### src/rtl/dispatch_pkg.sv
// rtl/dispatch_pkg.sv - shared widths, types and FSM encoding for the dispatch stage
package dispatch_pkg;

    localparam int DISPATCH_WIDTH = 4;
    localparam int IQ_NUM         = 3;
    localparam int IQ_WPORTS      = 2;
    localparam int IQ_SEL_W       = (IQ_NUM > 1) ? $clog2(IQ_NUM) : 1;
    // Port index / per-queue counter width; a counter can reach DISPATCH_WIDTH.
    localparam int PORT_IDX_W     = $clog2(DISPATCH_WIDTH + 1);

    typedef logic [IQ_SEL_W-1:0]   iq_sel_t;
    typedef logic [PORT_IDX_W-1:0] port_idx_t;
    typedef logic [31:0]           data_t;

    typedef struct packed {
        logic    valid;
        iq_sel_t sel;
        data_t   payload;
    } dispatch_slot_t;

    typedef enum logic {
        ST_EMPTY   = 1'b0,
        ST_PENDING = 1'b1
    } state_t;

endpackage

### src/rtl/dispatch_port_alloc.sv
// rtl/dispatch_port_alloc.sv - in-order write-port allocation and fire mask for one group
module dispatch_port_alloc
    import dispatch_pkg::*;
(
    input  logic [DISPATCH_WIDTH-1:0]         pend,
    input  iq_sel_t [DISPATCH_WIDTH-1:0]      sel,
    input  logic [IQ_NUM-1:0][IQ_WPORTS-1:0]  ready,
    output port_idx_t [DISPATCH_WIDTH-1:0]    port_idx,
    output logic [DISPATCH_WIDTH-1:0]         fire
);

    port_idx_t cnt [IQ_NUM];
    logic      in_order;
    logic      port_ok;

    // Walk slots oldest first; each slot takes the next port of its queue and
    // fires only while every older pending slot has fired. An out-of-range
    // select matches no queue, so that slot never fires and blocks the rest.
    always_comb begin
        for (int q = 0; q < IQ_NUM; q++) begin
            cnt[q] = '0;
        end
        in_order = 1'b1;
        port_ok  = 1'b0;
        for (int i = 0; i < DISPATCH_WIDTH; i++) begin
            fire[i]     = 1'b0;
            port_idx[i] = '0;
            for (int q = 0; q < IQ_NUM; q++) begin
                if (pend[i] && (sel[i] == IQ_SEL_W'(q))) begin
                    port_idx[i] = cnt[q];
                    port_ok     = 1'b0;
                    for (int p = 0; p < IQ_WPORTS; p++) begin
                        if ((cnt[q] == PORT_IDX_W'(p)) && ready[q][p]) begin
                            port_ok = 1'b1;
                        end
                    end
                    fire[i] = in_order && port_ok;
                    cnt[q]  = cnt[q] + PORT_IDX_W'(1);
                end
            end
            if (pend[i] && !fire[i]) begin
                in_order = 1'b0;
            end
        end
    end

endmodule

### src/rtl/dispatch_stage.sv
// rtl/dispatch_stage.sv - group register, handshake and flush in front of the issue queues
module dispatch_stage
    import dispatch_pkg::*;
(
    input  logic                                clk,
    input  logic                                rst,
    input  logic                                flush_i,
    input  logic [DISPATCH_WIDTH-1:0]           rename_valid_i,
    output logic                                rename_ready_o,
    input  data_t [DISPATCH_WIDTH-1:0]          rename_data_i,
    input  iq_sel_t [DISPATCH_WIDTH-1:0]        rename_iq_sel_i,
    output logic [IQ_NUM-1:0][IQ_WPORTS-1:0]    iq_write_valid_o,
    input  logic [IQ_NUM-1:0][IQ_WPORTS-1:0]    iq_write_ready_i,
    output data_t [IQ_NUM-1:0][IQ_WPORTS-1:0]   iq_write_data_o,
    output logic [DISPATCH_WIDTH-1:0]           dispatch_fire_o,
    output logic                                busy_o
);

    state_t                            state_q;
    state_t                            state_d;
    dispatch_slot_t [DISPATCH_WIDTH-1:0] grp_q;
    logic [DISPATCH_WIDTH-1:0]         pend;
    iq_sel_t [DISPATCH_WIDTH-1:0]      grp_sel;
    port_idx_t [DISPATCH_WIDTH-1:0]    port_idx;
    logic [DISPATCH_WIDTH-1:0]         fire_raw;
    logic [DISPATCH_WIDTH-1:0]         fire_eff;
    logic [DISPATCH_WIDTH-1:0]         remain;
    logic                              all_fire;
    logic                              accept;

    // Unpack the registered group into the vectors the allocator consumes.
    always_comb begin
        for (int i = 0; i < DISPATCH_WIDTH; i++) begin
            pend[i]    = grp_q[i].valid;
            grp_sel[i] = grp_q[i].sel;
        end
    end

    dispatch_port_alloc u_alloc (
        .pend     (pend),
        .sel      (grp_sel),
        .ready    (iq_write_ready_i),
        .port_idx (port_idx),
        .fire     (fire_raw)
    );

    // FSM outputs: handshake, fire mask and busy; reset and flush suppress all firing.
    always_comb begin
        fire_eff        = (rst || flush_i) ? '0 : fire_raw;
        remain          = pend & ~fire_raw;
        all_fire        = (remain == '0);
        rename_ready_o  = !rst && !flush_i && ((state_q == ST_EMPTY) || all_fire);
        accept          = rename_ready_o && (|rename_valid_i);
        dispatch_fire_o = fire_eff;
        busy_o          = |pend;
    end

    // FSM next state: PENDING while any slot of the group is still waiting.
    always_comb begin
        state_d = state_q;
        if (flush_i) begin
            state_d = ST_EMPTY;
        end else if (accept) begin
            state_d = ST_PENDING;
        end else if (remain != '0) begin
            state_d = ST_PENDING;
        end else begin
            state_d = ST_EMPTY;
        end
    end

    // Route each firing slot onto its allocated queue write port.
    always_comb begin
        iq_write_valid_o = '0;
        iq_write_data_o  = '0;
        for (int i = 0; i < DISPATCH_WIDTH; i++) begin
            for (int q = 0; q < IQ_NUM; q++) begin
                for (int p = 0; p < IQ_WPORTS; p++) begin
                    if (fire_eff[i] && (grp_q[i].sel == IQ_SEL_W'(q)) &&
                        (port_idx[i] == PORT_IDX_W'(p))) begin
                        iq_write_valid_o[q][p] = 1'b1;
                        iq_write_data_o[q][p]  = grp_q[i].payload;
                    end
                end
            end
        end
    end

    // FSM state register.
    always_ff @(posedge clk) begin
        if (rst) begin
            state_q <= ST_EMPTY;
        end else begin
            state_q <= state_d;
        end
    end

    // Group register: load a new group, retire fired slots, or drop everything on flush.
    always_ff @(posedge clk) begin
        if (rst || flush_i) begin
            for (int i = 0; i < DISPATCH_WIDTH; i++) begin
                grp_q[i].valid <= 1'b0;
            end
        end else if (accept) begin
            for (int i = 0; i < DISPATCH_WIDTH; i++) begin
                grp_q[i] <= {rename_valid_i[i], rename_iq_sel_i[i], rename_data_i[i]};
            end
        end else begin
            for (int i = 0; i < DISPATCH_WIDTH; i++) begin
                grp_q[i].valid <= remain[i];
            end
        end
    end

endmodule

### config.mk
export PLATFORM = sky130hd
export DESIGN_NAME = dispatch_stage
export DESIGN_NICKNAME = d
export VERILOG_FILES = /design/src/rtl/dispatch_pkg.sv /design/src/rtl/dispatch_port_alloc.sv /design/src/rtl/dispatch_stage.sv
export SDC_FILE = /design/constraint.sdc
export NUM_CORES = 1
export LEC_CHECK = 0
export BUFFER_PORTS_ARGS = -buffer_cell sky130_fd_sc_hd__clkbuf_2
export CAP_MARGIN = 5
export CORE_ASPECT_RATIO = 0.75
export CORE_UTILIZATION = 30
export CTS_CLUSTER_DIAMETER = 100
export DETAILED_ROUTE_END_ITERATION = 12
export GPL_TIMING_DRIVEN = 0
export PLACE_DENSITY_LB_ADDON = 0.12
export SLEW_MARGIN = 20
export SYNTH_ARGS = -nofsm -noshare
export SYNTH_HDL_FRONTEND = slang
export SYNTH_HIERARCHICAL = 1
export SYNTH_SLANG_ARGS = --single-unit
export TNS_END_PERCENT = 5
### constraint.sdc
create_clock -name clk -period 6.2 [get_ports clk]
set_input_delay 0.93 -clock clk [delete_from_list [all_inputs] [get_ports clk]]
set_output_delay 0.93 -clock clk [all_outputs]
set_load 0.005 [all_outputs]
Word-level counts from Yosys, hierarchy flattened

Index checks and enable logic that the tools add are counted.

Add/subtract/negate cells: 6
Equality and inequality tests: 20
Muxes and demuxes: 112
Bitwise gates (word level): 4
Reductions and logical operators: 104

Operators with widths:

| cell                                           | count |
|---|---|
| 2-to-1 mux 32 bit                              | 21 |
| logical AND 1 bit                              | 75 |
| 2-to-1 mux 1 bit                               | 75 |
| 2-to-1 mux 3 bit                               | 15 |
| logical NOT 3 bit                              | 12 |
| == test 3 x 1 -> 1 bit (second input constant) | 10 |
| adder 3 x 1 -> 3 bit (second input constant)   | 4 |
| == test 2 x 1 -> 1 bit (second input constant) | 4 |
| == test 2 bit (second input constant)          | 4 |
| logical NOT 2 bit                              | 4 |
| OR reduction 4 bit                             | 2 |
| logical NOT 1 bit                              | 5 |
| adder 1 x 1 -> 2 bit (second input constant)   | 2 |
| AND 4 bit                                      | 1 |
| logical NOT 4 bit                              | 1 |
| 2-to-1 mux 4 bit                               | 1 |
| inverter 4 bit                                 | 1 |
| nonzero test 4 bit                             | 1 |
| == test 1 bit (second input constant)          | 2 |
| logical OR 1 bit                               | 2 |
| inverter 1 bit                                 | 2 |
| AND reduction 2 bit                            | 1 |
| OR reduction 2 bit                             | 1 |

Register bits: 141
Input bits: 149
Output and inout bits: 204

Depth between registers and ports, before layout

Depth in word-level cells: 33
Mapped depth: 16
Mapped depth without buffers: 13

By module

Netlist, hierarchy kept.

Modules (own cells, without submodules):

| module              | times used | cells each | area an instance (µm²) | seq. area each (µm²) |
|---|---|---|---|---|
| dispatch_stage      | 1          | 1175       | 10556.4                | 4184.0 |
| dispatch_port_alloc | 1          | 118        | 788.3                  | 0.0 |

Worst setup path before layout

OpenSTA, ideal clock, no wires.

Path kind: reg-to-reg
From: register grp_q[67] (netlist bit)
To: register grp_q[0] (netlist bit), enable pin
Data arrival time: 6.228 ns
Setup slack: -0.540 ns
Cell stages (with the launch flop): 11
Buffers on the path: 0
Clock period less this slack: 6.740 ns
Cells stage by stage: edfxtp_1 > nor3b_1 > ha_1 > ha_1 > mux2i_1 > or4b_1 > o221ai_1 > and4b_1 > nor2b_1 > o41ai_1 > and3_1

Longest elaborated chain between the ends: 26
Elaborated cells on any way between the ends: 85

RTL lines:

| item                                                  | RTL line                                             | source |
|---|---|---|
| from (decl)                                           | dispatch_stage.sv:21                                 | `dispatch_slot_t [DISPATCH_WIDTH-1:0] grp_q;` |
| from (signal, indexed assignment)                     | dispatch_stage.sv:106                                | `grp_q[i] <= {rename_valid_i[i], rename_iq_sel_i[i], rename_data_i[i]};` |
| logical NOT 2 bit                                     | dispatch_port_alloc.sv:29                            | `if (pend[i] && (sel[i] == IQ_SEL_W'(q))) begin` |
| logical AND 1 bit                                     | dispatch_port_alloc.sv:29                            |  |
| 2-to-1 mux 3 bit or 2-to-1 mux 1 bit (tied branches)  | dispatch_port_alloc.sv:29                            |  |
| logical NOT 3 bit or 2-to-1 mux 1 bit (tied branches) | dispatch_port_alloc.sv:33, dispatch_port_alloc.sv:29 |  |
| logical AND 1 bit or 2-to-1 mux 1 bit (tied branches) | dispatch_port_alloc.sv:33, dispatch_port_alloc.sv:29 |  |
| 2-to-1 mux 1 bit or logical NOT 1 bit (tied branches) | dispatch_port_alloc.sv:33, dispatch_port_alloc.sv:41 |  |
| 2-to-1 mux 1 bit or logical AND 1 bit (tied branches) | dispatch_port_alloc.sv:33, dispatch_port_alloc.sv:41 |  |
| 2-to-1 mux 1 bit (on tied branches)                   | dispatch_port_alloc.sv:29, dispatch_port_alloc.sv:41 |  |
| [11 not listed]                                       | --                                                   |  |
| via fire_raw[3]                                       | dispatch_stage.sv:25                                 | `logic [DISPATCH_WIDTH-1:0] fire_raw;` |
| inverter 4 bit (*)                                    | dispatch_stage.sv:50                                 | `remain = pend & ~fire_raw;` |
| AND 4 bit (*)                                         | dispatch_stage.sv:50                                 |  |
| logical NOT 4 bit (*)                                 | dispatch_stage.sv:51                                 | `all_fire = (remain == '0);` |
| logical OR 1 bit (*)                                  | dispatch_stage.sv:52                                 | `rename_ready_o = !rst && !flush_i && ((state_q == ST_EMPTY) \|\| all_fire);` |
| logical AND 1 bit (*)                                 | dispatch_stage.sv:52                                 |  |
| logical AND 1 bit (*)                                 | dispatch_stage.sv:53                                 | `accept = rename_ready_o && (\|rename_valid_i);` |
| AND reduction 2 bit (no line) (*)                     | --                                                   |  |

Mark *: on every way through the listed nets, which the timed path passes. The rest lies on a longest branch. The select of a mux whose other input is x is not followed.
A chain may end at the register's enable or synchronous reset.

==> flow_summary.json <==
{
  "avgSynthCellArea_sq_um": 8.774,
  "numCtsBuffers": 17,
  "drt_pass1_iterations": 7,
  "synthAdderAreaFrac_pct": 0.8823,
  "multi_input_area_sq_um": 6591,
  "post-route-min-period_ns": 6.111,
  "synthSimpleGateAreaFrac_pct": 18.78,
  "muxShareOfSynthArea_pct": 0.6176,
  "hold_class": "in -> reg",
  "ys_seq_elements": 141,
  "gp_congestion": 0.9627,
  "synth.area.top_cells": "edfxtp_1 36%, a21oi_1 6.6%, o22ai_1 5.0%, o21ai_0 3.7%, a22oi_1 3.6%",
  "die_h_um": 170.4,
  "vias": 14148,
  "outcome": "complete, no violations",
  "crit_required_ns": 5.27,
  "row_count": 61,
  "slew-limit-headroom_pct": 23.75,
  "synth-edff-count": 136,
  "async_flop_share_pct": 0,
  "worstMarginPinSlew_ns": 1.128,
  "max-cap-violations": 0,
  "grt_max_degree": 53,
  "setup_ws_ns": 0.08865,
  "synth_area_sq_um": 11340,
  "clk_latency_ns": 0.47,
  "r2r-start": "grp_q[68]$_DFFE_PP_",
  "place_ws_ns": -0.1872,
  "fin_setup_tns_ns": 0,
  "yosysWarnings": 6,
  "r2r_setup_slack_ns": 1.60,
  "cts_tree": "done",
  "grt_use_met3_pct": 8.943,
  "hold_viol": 0,
  "finalSetupViolCount": 0,
  "grt_pass1_vias": 13052,
  "drt_iter0_drc": 2131,
  "yosysTopAreaCellShare_pct": 36.00,
  "regArea_sq_um": 4184,
  "drcViolationCount": 0,
  "synth.most_common_cell": "a21oi_1",
  "synth-seq-area-share_pct": 36.88,
  "final_util_pct": 39.49,
  "synth-xor-area-share_pct": 0.1544,
  "synth_cells": 1293,
  "cp-end-kind": "primary output",
  "critPathLaunch": "grp_q[68]$_DFFE_PP_",
  "synth_top_family_by_area": "compound AO/OA/AOI/OAI gates",
  "dp.cells": 2157,
  "grt_pass1_wl_um": 89580,
  "use_met1_pct": 45.58,
  "leakagePower_nw": 5.485,
  "gr-usage-met2_pct": 46.73,
  "synth_cell_types": 87,
  "nFillCells": 3811,
  "drt-total-wl_um": 64500,
  "dieWidth_um": 226.5,
  "rsz0062_at_grt": "true",
  "fin_skew_ns": 0.02352,
  "ios": 353,
  "path_class": "reg -> out",
  "r2r-end": "grp_q[105]$_DFFE_PP_",
  "die_area_sq_um": 38610,
  "io_buffer_count": 352,
  "crit_fanout": 10,
  "yosysTopAreaCell": "edfxtp_1",
  "max_freq_ghz": 0.1636,
  "antenna_left": 0,
  "clk_pin_slew_worst_paths_ns": 0.07,
  "final.period_utilization_pct": 98.57,
  "syn_to_final_growth_pct": 29.39,
  "vdd_ir_drop_max_mv": 0.1893,
  "grt_antenna_before_repair": 3,
  "start_kind": "register",
  "maxSlewViolCount": 0,
  "drt-wirelength-per-cell_um": 29.36,
  "drive_above_1_share_pct": 33.10,
  "gr-total-overflow": 0,
  "layout.nets": 1836,
  "h-tree-depth": 4,
  "clock_path_buffers": 2,
  "dp_hpwl_um": 47020,
  "initial_utilization_pct": 30.52,
  "synth_compound_area_share_pct": 35.93,
  "busiest_layer": "met2",
  "synthTopCellsByCount": "149 x a21oi_1, 136 x edfxtp_1, 95 x nor2_1",
  "cts_num_sinks": 141,
  "synth_ff_type": "edfxtp_1",
  "power_density_nw_per_um2": 168.8,
  "track_usage_pct": 32.47,
  "fin_cells": 2197,
  "core_sq_um": 37170,
  "rr_worst_depth": 11,
  "clockRootBuffer": "clkbuf_16",
  "avgViaCountPerCell": 6.440,
  "power_mw": 2.477,
  "cts_hold_buffers": 0,
  "cp.arrival_ns": 5.18,
  "cp-endpoint": "iq_write_data_o[157]"
}
## cell type report
cell class | instances | area share, %
multi-input cells | 998 | 44.90
flip-flops and latches | 141 | 28.50
repair buffers | 362 | 12.79
plain buffers | 129 | 4.654
well taps | 504 | 4.296
clock buffers | 17 | 2.898
clock inverters | 15 | 1.176
inverters | 30 | 0.7671
diodes | 1 | 0.01705
## placed cells by master (no fill, tap or decap), drive strengths merged, types with 8 or more instances in the layout
master / netlist / layout
clkbuf: 63 / 432
a21oi: 149 / 149
edfxtp: 136 / 136
nor2: 98 / 98
o22ai: 94 / 94
o21ai: 94 / 94
nand2: 81 / 81
buf: 66 / 76
nand3: 61 / 61
a22oi: 54 / 54
a221oi: 47 / 47
inv: 30 / 38
a211oi: 36 / 36
a31oi: 27 / 27
o221a: 19 / 19
o311ai: 19 / 19
nor3: 18 / 18
nor3b: 17 / 17
a32oi: 14 / 14
or3: 13 / 13
nand2b: 12 / 12
and2: 11 / 11
nor4b: 9 / 9
ha: 8 / 8
or4b: 8 / 8
## critical path: stages (launching register included)
cell,delay [ns]
edfxtp_1,0.52
nor3b_2,0.31
ha_1,0.32
ha_1,0.34
mux2i_1,0.13
or4b_1,0.48
o221ai_1,0.23
and4b_2,0.34
nand4bb_1,0.44
o22ai_4,0.62
buf_4,0.31
a21oi_1,0.06
a21oi_1,0.41
clkbuf_2,0.19
## worst min-delay path by stage
stage,start,cells past startpoint,endpoint
after floorplan,grp_q[104]$_SDFF_PP0_,2,grp_q[104]$_SDFF_PP0_
after global placement,grp_q[104]$_SDFF_PP0_,2,grp_q[104]$_SDFF_PP0_
after detailed placement,grp_q[104]$_SDFF_PP0_,2,grp_q[104]$_SDFF_PP0_
after CTS,rename_data_i[42],1,grp_q[45]$_DFFE_PP_
after global routing,rename_data_i[39],1,grp_q[42]$_DFFE_PP_
final,rename_data_i[39],1,grp_q[42]$_DFFE_PP_
## what timing repair did
action | in CTS | in global routing
setup buffers | 4 | 2
pin swaps | 0 | 4
endpoints found under the setup margin | 169 | 126
gates resized for setup | 23 | 36
## per-layer routing
| metal | vias to the layer above | wire length, um |
|---|---|---|
| li1 | 5950 | - |
| met1 | 6890 | 26930 |
| met2 | 1140 | 27100 |
| met3 | 164 | 7921 |
| met4 | 4 | 2510 |
| met5 | - | 34 |
## sequential cells by signal, indices dropped and copies added (netlist names)
signal	flops
state_q	1
grp_q	140
## cells by family (layout without fill, tap and decap cells)
family                   Yosys count  after routing
AO/OA/AOI/OAI                    594            594
AND/OR/NAND/NOR                  381            381
buffers and inverters            159            553
flip-flops                       141            141
adder cells (fa/ha/maj)            8              8
multiplexers                       7              7
XOR/XNOR                           2              2
other                              1              7
## per-stage QoR
step                      cell area (sq um)  hold WS (ns)
after global routing                  14680        0.6180
after global placement                13760        0.7270
after floorplan                       11360        0.6800
after detailed placement              13840        0.7245
after CTS                             14550        0.6217
final                                 14680        0.6244
## where the power goes
group | switching [mW] | total [mW] | leakage, nW | internal (mW)
registers | 0.0752 | 1.18 | 1.31 | 1.10
logic | 0.127 | 0.212 | 3.89 | 0.0852
clock network | 0.485 | 1.09 | 0.289 | 0.605
total | 0.687 | 2.48 | 5.48 | 1.79
(Power assumes the default switching activity.)
